**config.mk**
```make
export PLATFORM = sky130hd
export DESIGN_NAME = abcd_w_logic
export DESIGN_NICKNAME = d
export VERILOG_FILES = /design/src/rtl/abcd_w_pkg.sv /design/src/rtl/abcd_w_gate_netlist.sv /design/src/rtl/abcd_w_logic.sv
export SDC_FILE = /design/constraint.sdc
export NUM_CORES = 1
export LEC_CHECK = 0
export BUFFER_PORTS_ARGS = -buffer_cell sky130_fd_sc_hd__buf_2
export CAP_MARGIN = 20
export CORE_MARGIN = 8
export CORE_UTILIZATION = 50
export DETAILED_ROUTE_END_ITERATION = 7
export PLACE_DENSITY = 0.77
export SLEW_MARGIN = 20
export SYNTH_ARGS = -nofsm -noshare
export SYNTH_HDL_FRONTEND = slang
export SYNTH_HIERARCHICAL = 1
export SYNTH_SLANG_ARGS = --single-unit
```
**constraint.sdc**
```tcl
create_clock -name clk -period 2.2 [get_ports clk]
set_clock_uncertainty 0.15 [all_clocks]
set_input_delay 0.11 -clock clk [delete_from_list [all_inputs] [get_ports clk]]
set_output_delay 0.11 -clock clk [all_outputs]
set_load 0.05 [all_outputs]
```
**src/rtl/abcd_w_pkg.sv**
```systemverilog
// Shared constants and reference model for the W = (A & ~B) | (C & D) unit.
package abcd_w_pkg;

    localparam logic [15:0] W_TRUTH       = 16'h8F88;
    localparam int          CNT_W_DEFAULT = 16;

    // Truth-table lookup; index is {a,b,c,d} with a as MSB.
    function automatic logic w_ref(input logic a, input logic b, input logic c, input logic d);
        logic [15:0] tt;
        tt = W_TRUTH;
        return tt[{a, b, c, d}];
    endfunction

endpackage

```
**src/rtl/abcd_w_gate_netlist.sv**
```systemverilog
// Primitive-gate realisation of W = (A & ~B) | (C & D); no behavioural operators.
module w_gate_netlist (
    input  logic a,
    input  logic b,
    input  logic c,
    input  logic d,
    output wire  w
);

    wire b_n;
    wire a_and_bn;
    wire c_and_d;

    not u_not_b  (b_n,      b);
    and u_and_ab (a_and_bn, a, b_n);
    and u_and_cd (c_and_d,  c, d);
    or  u_or_w   (w,        a_and_bn, c_and_d);

endmodule

```
**src/rtl/abcd_w_logic.sv**
```systemverilog
// Behavioural and gate-level W computed side by side; a registered comparator
// flags any disagreement and a saturating counter tracks captures.
module abcd_w_logic
    import abcd_w_pkg::*;
#(
    parameter int CNT_W = CNT_W_DEFAULT
) (
    input  logic             clk,
    input  logic             rst_n,
    input  logic             sample_en,
    input  logic             a,
    input  logic             b,
    input  logic             c,
    input  logic             d,
    output logic             w,
    output logic             w_q,
    output logic             mismatch,
    output logic             err_sticky,
    output logic [CNT_W-1:0] sample_cnt
);

    logic w_beh;
    logic w_str;
    logic diff;

    assign w_beh = (a & ~b) | (c & d);
    assign w     = w_beh;

    w_gate_netlist u_gate (
        .a (a),
        .b (b),
        .c (c),
        .d (d),
        .w (w_str)
    );

    assign diff = w_beh ^ w_str;

    // NOTE: state updates use <= so every register samples pre-edge values,
    // independent of statement order; reset is synchronous and wins over sample_en.
    always_ff @(posedge clk) begin
        if (!rst_n) begin
            w_q        <= 1'b0;
            mismatch   <= 1'b0;
            err_sticky <= 1'b0;
            sample_cnt <= '0;
        end else if (sample_en) begin
            w_q        <= w_beh;
            mismatch   <= diff;
            err_sticky <= err_sticky | diff;
            if (sample_cnt != {CNT_W{1'b1}})
                sample_cnt <= sample_cnt + CNT_W'(1);
        end
    end

endmodule

```
==> results_dict.tcl, run 1 <==
set metrics [dict create \
    outcome "complete, no violations" \
    wl_per_cell_um 13.8 \
    area_growth_pct 20.6 \
    yosysTopAreaCell "dfxtp_1" \
    post-route-period-util_pct 87.9 \
    setup_viol 0 \
    power_mw 0.622 \
    cts_sinks 19 \
    crit_fanout 6 \
    fin_nets 156 \
    synthCells 117 \
    synth_top_area_share_pct 38.9 \
    drtPass1Iterations 4 \
    synthAdderAreaFrac_pct 1.28 \
    clkLatencyLatePin_ns 0.30 \
    rr_worst_depth 5 \
    hold_viol 0 \
    clockRootBuffer "clkbuf_4" \
    grt_pass1_vias 1024 \
    grt_pass1_wl_um 4330 \
    post_cts_resized 0 \
    clockBufferDepth 2 \
    cts.reportedPaths.clkPinSlew_ns 0.11 \
    grt_overflow 0 \
    syn_nets 125 \
    crit_arrival_ns 2.02 \
    io_buffer_count 26 \
    die_w_um 60.2 \
    worstReg2RegStart "sample_cnt[1]$_SDFFE_PN0P_" \
    peakVddDrop_mv 0.410 \
    grt.total_usage_pct 15.2 \
    reg2reg_to "sample_cnt[8]$_SDFFE_PN0P_" \
    gp_congestion 0.772 \
    drt_iter0_markers 27 \
    synth_xor_area_share_pct 0 \
    synthSimpleGateAreaFrac_pct 34.7 \
    rsz0062_at_grt "no" \
    drv_cap 0 \
    cts_tree "built" \
    relSlewSlack_pct 64.5 \
    hpwl_um 1840 \
    hp-class "in2reg" \
    synth_top_family_by_area "simple AND/OR/NAND/NOR gates" \
    fin_setup_tns_ns 0 \
    ys_async_sr_fraction_pct 0 \
    coreArea_mm2 0.00190 \
    seq_area_frac_synth_pct 38.9 \
    leakage_nw 0.452 \
    syn_area_um2 977 \
    start_util_pct 51.4 \
    synth_enable_flop_cells 0 \
    hp-start "c" \
    synth.area.mux_share_pct 2.05 \
    synth_common_cells "dfxtp_1 (19), a21oi_1 (9), nand2_1 (9)" \
    antenna_left 0 \
    tightest_slew_ns 0.528 \
    fmax_mhz 517 \
    ios 27 \
    powerDensity_mw_per_mm2 527 \
    layout-drive-gt1-share_pct 26.5 \
    setup.worst_path.start_class "flop" \
    synth_compound_area_share_pct 18.7 \
    vias 1012 \
    cts_made_buffers 3 \
    finalCriticalPeriod_ns 1.93 \
    drc 0 \
    cp.required_ns 2.29 \
    reg2reg_slack_ns 0.27 \
    synth_flop_cell "dfxtp_1" \
    antenna_cells 0 \
    rows 16 \
    yosysUniqueCellTypes 34 \
    endpoint_kind "flop" \
    routed_wl_um 2400 \
    whs_path_depth 3 \
    synth_most_common_cell "dfxtp_1" \
    dieArea_mm2 0.00363 \
    synth-seq-cells 19 \
    yosysWarnings 6 \
    grt_max_degree 16 \
    final_max_slew_viol_count 0 \
    crit_type "reg2reg" \
    antenna_found_initial 0 \
    viasPerCell 5.82 \
    synth_area_leaders "dfxtp_1 (39%), a21oi_1 (4.6%), nor3_1 (3.6%), nand2_1 (3.5%), nor4_1 (3.2%)" \
    h-tree-depth 1 \
    fp.dieH_um 60.2 \
    synth.avg_cell_area_um2 8.35 \
    hold_end "w_q$_SDFFE_PN0P_" \
]
layout by cell type, fill, tap and decap left out, drive strengths merged, types with 3 or more instances in the layout:
cell type,synthesis,layout
a21oi,9,9
a31oi,3,3
buf,2,27
clkbuf,1,3
dfxtp,19,19
inv,6,6
nand2,10,10
nand3,7,7
nand4,5,5
nor2,7,7
nor3,7,7
nor4,5,5
o21a,3,3
o21ai,6,6
o31ai,4,4
or3,5,5
or4,3,3
sequential cells by signal, summed over array words and instances (netlist names):
name	count
w_q	1
sample_cnt	16
mismatch	1
err_sticky	1
logic make-up (layout without fill, tap and decap cells):
family / Yosys count / in the layout
AOI/OAI and AO/OA: 29 / 29
adders and majority gates: 1 / 1
buffers and inverters: 9 / 39
DFF: 19 / 19
muxes: 2 / 2
and+or+nand+nor: 57 / 57
critical path: stages, from the launching register on:
cell,delay [ns]
dfxtp_2,0.39
ha_1,0.30
nand4_4,0.16
or3_4,0.37
or3_1,0.35
a21oi_1,0.14
worst max-delay path by stage:
stage / start / end / slack, ns
finish: sample_cnt[1]$_SDFFE_PN0P_ / sample_cnt[8]$_SDFFE_PN0P_ / 0.27
CTS: sample_cnt[1]$_SDFFE_PN0P_ / sample_cnt[8]$_SDFFE_PN0P_ / 0.26
detailed placement: sample_cnt[1]$_SDFFE_PN0P_ / sample_cnt[8]$_SDFFE_PN0P_ / 0.30
global route: sample_cnt[8]$_SDFFE_PN0P_ / sample_cnt[15]$_SDFFE_PN0P_ / 0.06
global placement: sample_cnt[0]$_SDFFE_PN0P_ / sample_cnt[14]$_SDFFE_PN0P_ / 0.33
floorplan: sample_cnt[5]$_SDFFE_PN0P_ / sample_cnt[9]$_SDFFE_PN0P_ / 0.12
area by class of cell:
class / instances / area (um^2)
Fill cell: 174 / 723
Clock inverter: 1 / 5.00
Inverter: 6 / 22.5
Sequential cell: 19 / 383
Tap cell: 27 / 33.8
Timing Repair Buffer: 29 / 158
Multi-Input combinational cell: 89 / 554
Clock buffer: 3 / 22.5
power breakdown:
group / switching, mW / internal, mW
registers: 0.00736 / 0.352
clock network: 0.111 / 0.0680
logic: 0.0584 / 0.0243
total: 0.177 / 0.444
through the flow:
| step | hold slack, ns | cell area (um^2) | util (%) | setup slack [ns] | instances |
|---|---|---|---|---|---|
| after floorplan | 0.0775 | 980 | - | 0.119 | 117 |
| after global routing | 0.0246 | 1180 | 62.0 | 0.0591 | 174 |
| after CTS | 0.00584 | 1180 | 62.0 | 0.263 | 174 |
| after detailed placement | 0.261 | 1130 | 59.5 | 0.299 | 168 |
| after global placement | 0.255 | 1130 | 59.5 | 0.334 | 168 |
| final | 0.00797 | 1180 | 62.0 | 0.266 | 174 |
per-layer routing:
layer / GRT usage (%) / part of all wire [%]
met2: 26.8 / 50
met4: 4.42 / 1.2
met3: 4.52 / 7.5
met1: 16.7 / 41
met5: 0 / 0
what timing repair did:
action                                 CTS  global route
hold buffers                             2             0
endpoints found under the hold margin    6             0
buffers inserted                         0             0
No activity file was read; power rests on OpenSTA's default activity.
==> run 2: changes to the inputs <==
- CORE_MARGIN: 8 -> 3
==> results_dict.tcl, run 2 (synthesis results as in run 1) <==
set metrics [dict create \
    outcome "complete, no violations" \
    hold_viol 0 \
    hpwl_um 1690 \
    drc 0 \
    final_common_cell "buf_2" \
    rows 15 \
    rsz0062_at_grt "no" \
    regArea_um2 383 \
    drt_iter0_markers 37 \
    fmax_mhz 524 \
    crit_arrival_ns 1.99 \
    wl_per_cell_um 12.8 \
    clockBufferDepth 2 \
    area_growth_pct 20.1 \
    grt_max_degree 16 \
    setup_viol 0 \
    post_cts_resized 0 \
    wl_met3_um 150 \
    stdcell_count 172 \
    die_w_um 50.2 \
    ios 27 \
    routed_wl_um 2200 \
    cts_tree "built" \
    wl_met2_um 1040 \
    start_util_pct 54.8 \
    fillers 166 \
    h-tree-depth 1 \
    cts.reportedPaths.clkPinSlew_ns 0.11 \
    dieArea_mm2 0.00252 \
    final_max_slew_viol_count 0 \
    setup.worst_path.start_class "flop" \
    post-route-period-util_pct 86.8 \
    endpoint_kind "flop" \
    grt.total_usage_pct 18.6 \
    crit_fanout 6 \
    coreArea_mm2 0.00178 \
    peakVddDrop_mv 0.324 \
    viasPerCell 5.88 \
    largest_reg_flops 16 \
    cp.required_ns 2.28 \
    fin_nets 156 \
    grt_pass1_wl_um 3730 \
    gp_congestion 0.813 \
    power_mw 0.612 \
    drv_cap 0 \
    antenna_cells 0 \
    powerDensity_mw_per_mm2 521 \
    fin_setup_tns_ns 0 \
    cts_made_buffers 3 \
    clockRootBuffer "clkbuf_4" \
    io_buffer_count 26 \
    dr.max_layer_used "met4" \
    final_cell_mix "buf_2 (26), dfxtp_1 (17), nand2_1 (9), a21oi_1 (9)" \
    cts_setup_buffers 0 \
    grt_overflow 0 \
    relSlewSlack_pct 55.9 \
    dp_cells 167 \
    leakage_nw 0.454 \
    hp-class "in2reg" \
    antenna_left 0 \
    vias 1012 \
    finalCriticalPeriod_ns 1.91 \
    layout-drive-gt1-share_pct 27.2 \
    antenna_found_initial 0 \
    grt_pass1_vias 872 \
    clkLatencyLatePin_ns 0.29 \
    crit_type "reg2reg" \
    drtPass1Iterations 5 \
    wl_met1_um 986 \
    regMostFlops "sample_cnt" \
    fp.dieH_um 50.2 \
    tightest_slew_ns 0.656 \
    cts_sinks 19 \
    multiInputGateArea_um2 554 \
    holdBufCountCts 1 \
]
-- run 2: changes by cell type in the layout (fill, tap and decap cells not counted) --
cell	before	now
buf_4	1	2
dlygate4sd3_1	2	1
-- run 2: critical path: stages (launching register included) --
cell and delay (ns):
dfxtp_2 0.39, ha_1 0.30, nand4_4 0.15, or3_4 0.37
or3_1 0.35, a21oi_1 0.14
-- run 2: worst paths after layout --
path / from / endpoint / slack (ns) / depth (start not counted)
worst max-delay path: sample_cnt[0]$_SDFFE_PN0P_ / sample_cnt[8]$_SDFFE_PN0P_ / 0.29 / 5
worst min-delay path: d / w_q$_SDFFE_PN0P_ / 0.01 / 3
worst max register to register: sample_cnt[0]$_SDFFE_PN0P_ / sample_cnt[8]$_SDFFE_PN0P_ / 0.29 / 5
worst min register to register: err_sticky$_SDFFE_PN0P_ / err_sticky$_SDFFE_PN0P_ / 0.32 / 1
-- run 2: power by group --
group          switching, mW  internal, mW
clock network          0.104        0.0675
logic                 0.0579        0.0231
registers            0.00709         0.352
-- run 2: cell type report --
class	instances	share of cell area (%)
repair buffers	29	13.2
clock buffers	3	1.92
well taps	25	2.67
inverters	6	1.92
multi-input cells	89	47.2
flip-flops and latches	19	32.6
clock inverters	1	0.426
-- run 2: routing by layer --
metal / up-vias / global-route usage (%)
met3: 4 / 2.08
met1: 464 / 24.7
met2: 41 / 31.3
met5: - / 0
li1: 503 / -
met4: 0 / 5.53
-- run 2: per-stage QoR --
stage / util (%) / worst slack, ns / cell area, um^2 / hold slack (ns)
global placement: 63.7 / 0.342 / 1140 / 0.254
global route: 65.8 / 0.124 / 1170 / 0.0313
finish: 65.8 / 0.291 / 1170 / 0.0108
CTS: 65.8 / 0.303 / 1170 / 0.00804
detailed placement: 63.7 / 0.326 / 1140 / 0.259
floorplan: - / 0.119 / 980 / 0.0775
==> run 3: changes to the inputs <==
- RECOVER_POWER: not set -> 25
- TNS_END_PERCENT: not set -> 20
==> results_dict.tcl, run 3 (synthesis results as in run 1) <==
set metrics [dict create \
    grt_pass1_wl_um 3730 \
    leakage_nw 0.424 \
    io_buffer_count 26 \
    grt_pass1_vias 872 \
    tightest_slew_ns 0.637 \
    grt_max_degree 16 \
    cts_sinks 19 \
    rows 15 \
    place_area_mm2 0.00114 \
    critPathLaunch "sample_cnt[0]$_SDFFE_PN0P_" \
    worstReg2RegStart "sample_cnt[0]$_SDFFE_PN0P_" \
    finalCriticalPeriod_ns 1.91 \
    cts_made_buffers 3 \
    powerDensity_mw_per_mm2 524 \
    crit_fanout 6 \
    layout-drive-gt1-share_pct 21.8 \
    cts.reportedPaths.clkPinSlew_ns 0.11 \
    slowest_stage "dfxtp_2" \
    crit_chain "ha_1 > nand4_4 > or3_4 > or3_1 > a21oi_1" \
    post-route-period-util_pct 86.8 \
    fin_area_mm2 0.00116 \
    fmax_mhz 524 \
    fin_setup_tns_ns 0 \
    grt.total_usage_pct 18.6 \
    ios 27 \
    hpwl_um 1690 \
    endpoint_kind "flop" \
    fin_ws_ns 0.291 \
    drc 0 \
    largest_reg_flops 16 \
    stdcell_count 172 \
    final_max_slew_viol_count 0 \
    rsz0062_at_grt "no" \
    setup.worst_path.start_class "flop" \
    final_common_cell "buf_2" \
    pre_cts_ws_ns 0.326 \
    max_stage_delay_ns 0.39 \
    drt_iter0_markers 37 \
    dp_cells 167 \
    area_growth_pct 19.1 \
    hold-worst-slack_ns 0.0102 \
    clkLatencyLatePin_ns 0.29 \
    cts_tree "built" \
    clockBufferDepth 2 \
    hp-class "in2reg" \
    fp.dieH_um 50.2 \
    peakVddDrop_mv 0.324 \
    cp.required_ns 2.28 \
    antenna_found_initial 0 \
    clockRootBuffer "clkbuf_4" \
    regMostFlops "sample_cnt" \
    h-tree-depth 1 \
    hold_viol 0 \
    coreArea_mm2 0.00178 \
    antenna_left 0 \
    crit_type "reg2reg" \
    antenna_cells 0 \
    outcome "complete, no violations" \
    setup_viol 0 \
    start_util_pct 54.8 \
    power_mw 0.610 \
    fin_nets 156 \
    gp_congestion 0.813 \
    grt_overflow 0 \
    post-route-util_pct 65.3 \
    dieArea_mm2 0.00252 \
    drv_cap 0 \
    viasPerCell 5.94 \
    die_w_um 50.2 \
    final_cell_mix "buf_2 (18), dfxtp_1 (17), nand2_1 (9), a21oi_1 (9), clkbuf_1 (8)" \
    crit_arrival_ns 1.99 \
    relSlewSlack_pct 57.7 \
    vias 1021 \
    wl_per_cell_um 12.7 \
    hp-start "d" \
    routed_wl_um 2180 \
    drtPass1Iterations 4 \
]
run 3: final timing paths:
check                                     to  slack [ns]  cells past startpoint
setup reg to reg  sample_cnt[8]$_SDFFE_PN0P_        0.29                      5
setup / recovery  sample_cnt[8]$_SDFFE_PN0P_        0.29                      5
hold reg to reg      err_sticky$_SDFFE_PN0P_        0.32                      1
hold / removal              w_q$_SDFFE_PN0P_        0.01                      3
run 3: what timing repair did:
item,4_1_cts,5_1_grt
gates resized for setup,0,0
setup endpoints to repair,0,0
buffers inserted,0,0
hold endpoints to repair,5,0
hold buffers,1,0
run 3: area by class of cell:
class / count / area, um^2
multi-input combinational: 89 / 554
timing repair buffer: 29 / 145
tap: 25 / 31.3
clock inverter: 1 / 5.00
fill: 173 / 619
inverter: 6 / 22.5
clock buffer: 3 / 22.5
sequential: 19 / 383
run 3: worst max-delay path: cells and delay by family, from the launching register on:
kind	cells	cell delay [ns]
adder cells (fa/ha/maj)	1	0.30
AND/OR/NAND/NOR	3	0.88
flip-flops	1	0.39
AO/OA/AOI/OAI	1	0.13
run 3: per-layer routing:
layer	up-vias	wire (um)	share of wire (%)	GRT usage, %
li1	503	-	-	-
met1	472	961	44	24.7
met2	42	1030	47	31.3
met3	4	155	7.1	2.08
met4	0	30	1.4	5.53
met5	-	0	0	0
run 3: power breakdown:
group | leakage [nW] | total, mW | internal, mW | switching (mW)
clock | 0.0177 | 0.172 | 0.0676 | 0.104
sequential | 0.155 | 0.359 | 0.352 | 0.00725
combinational | 0.251 | 0.0788 | 0.0209 | 0.0580
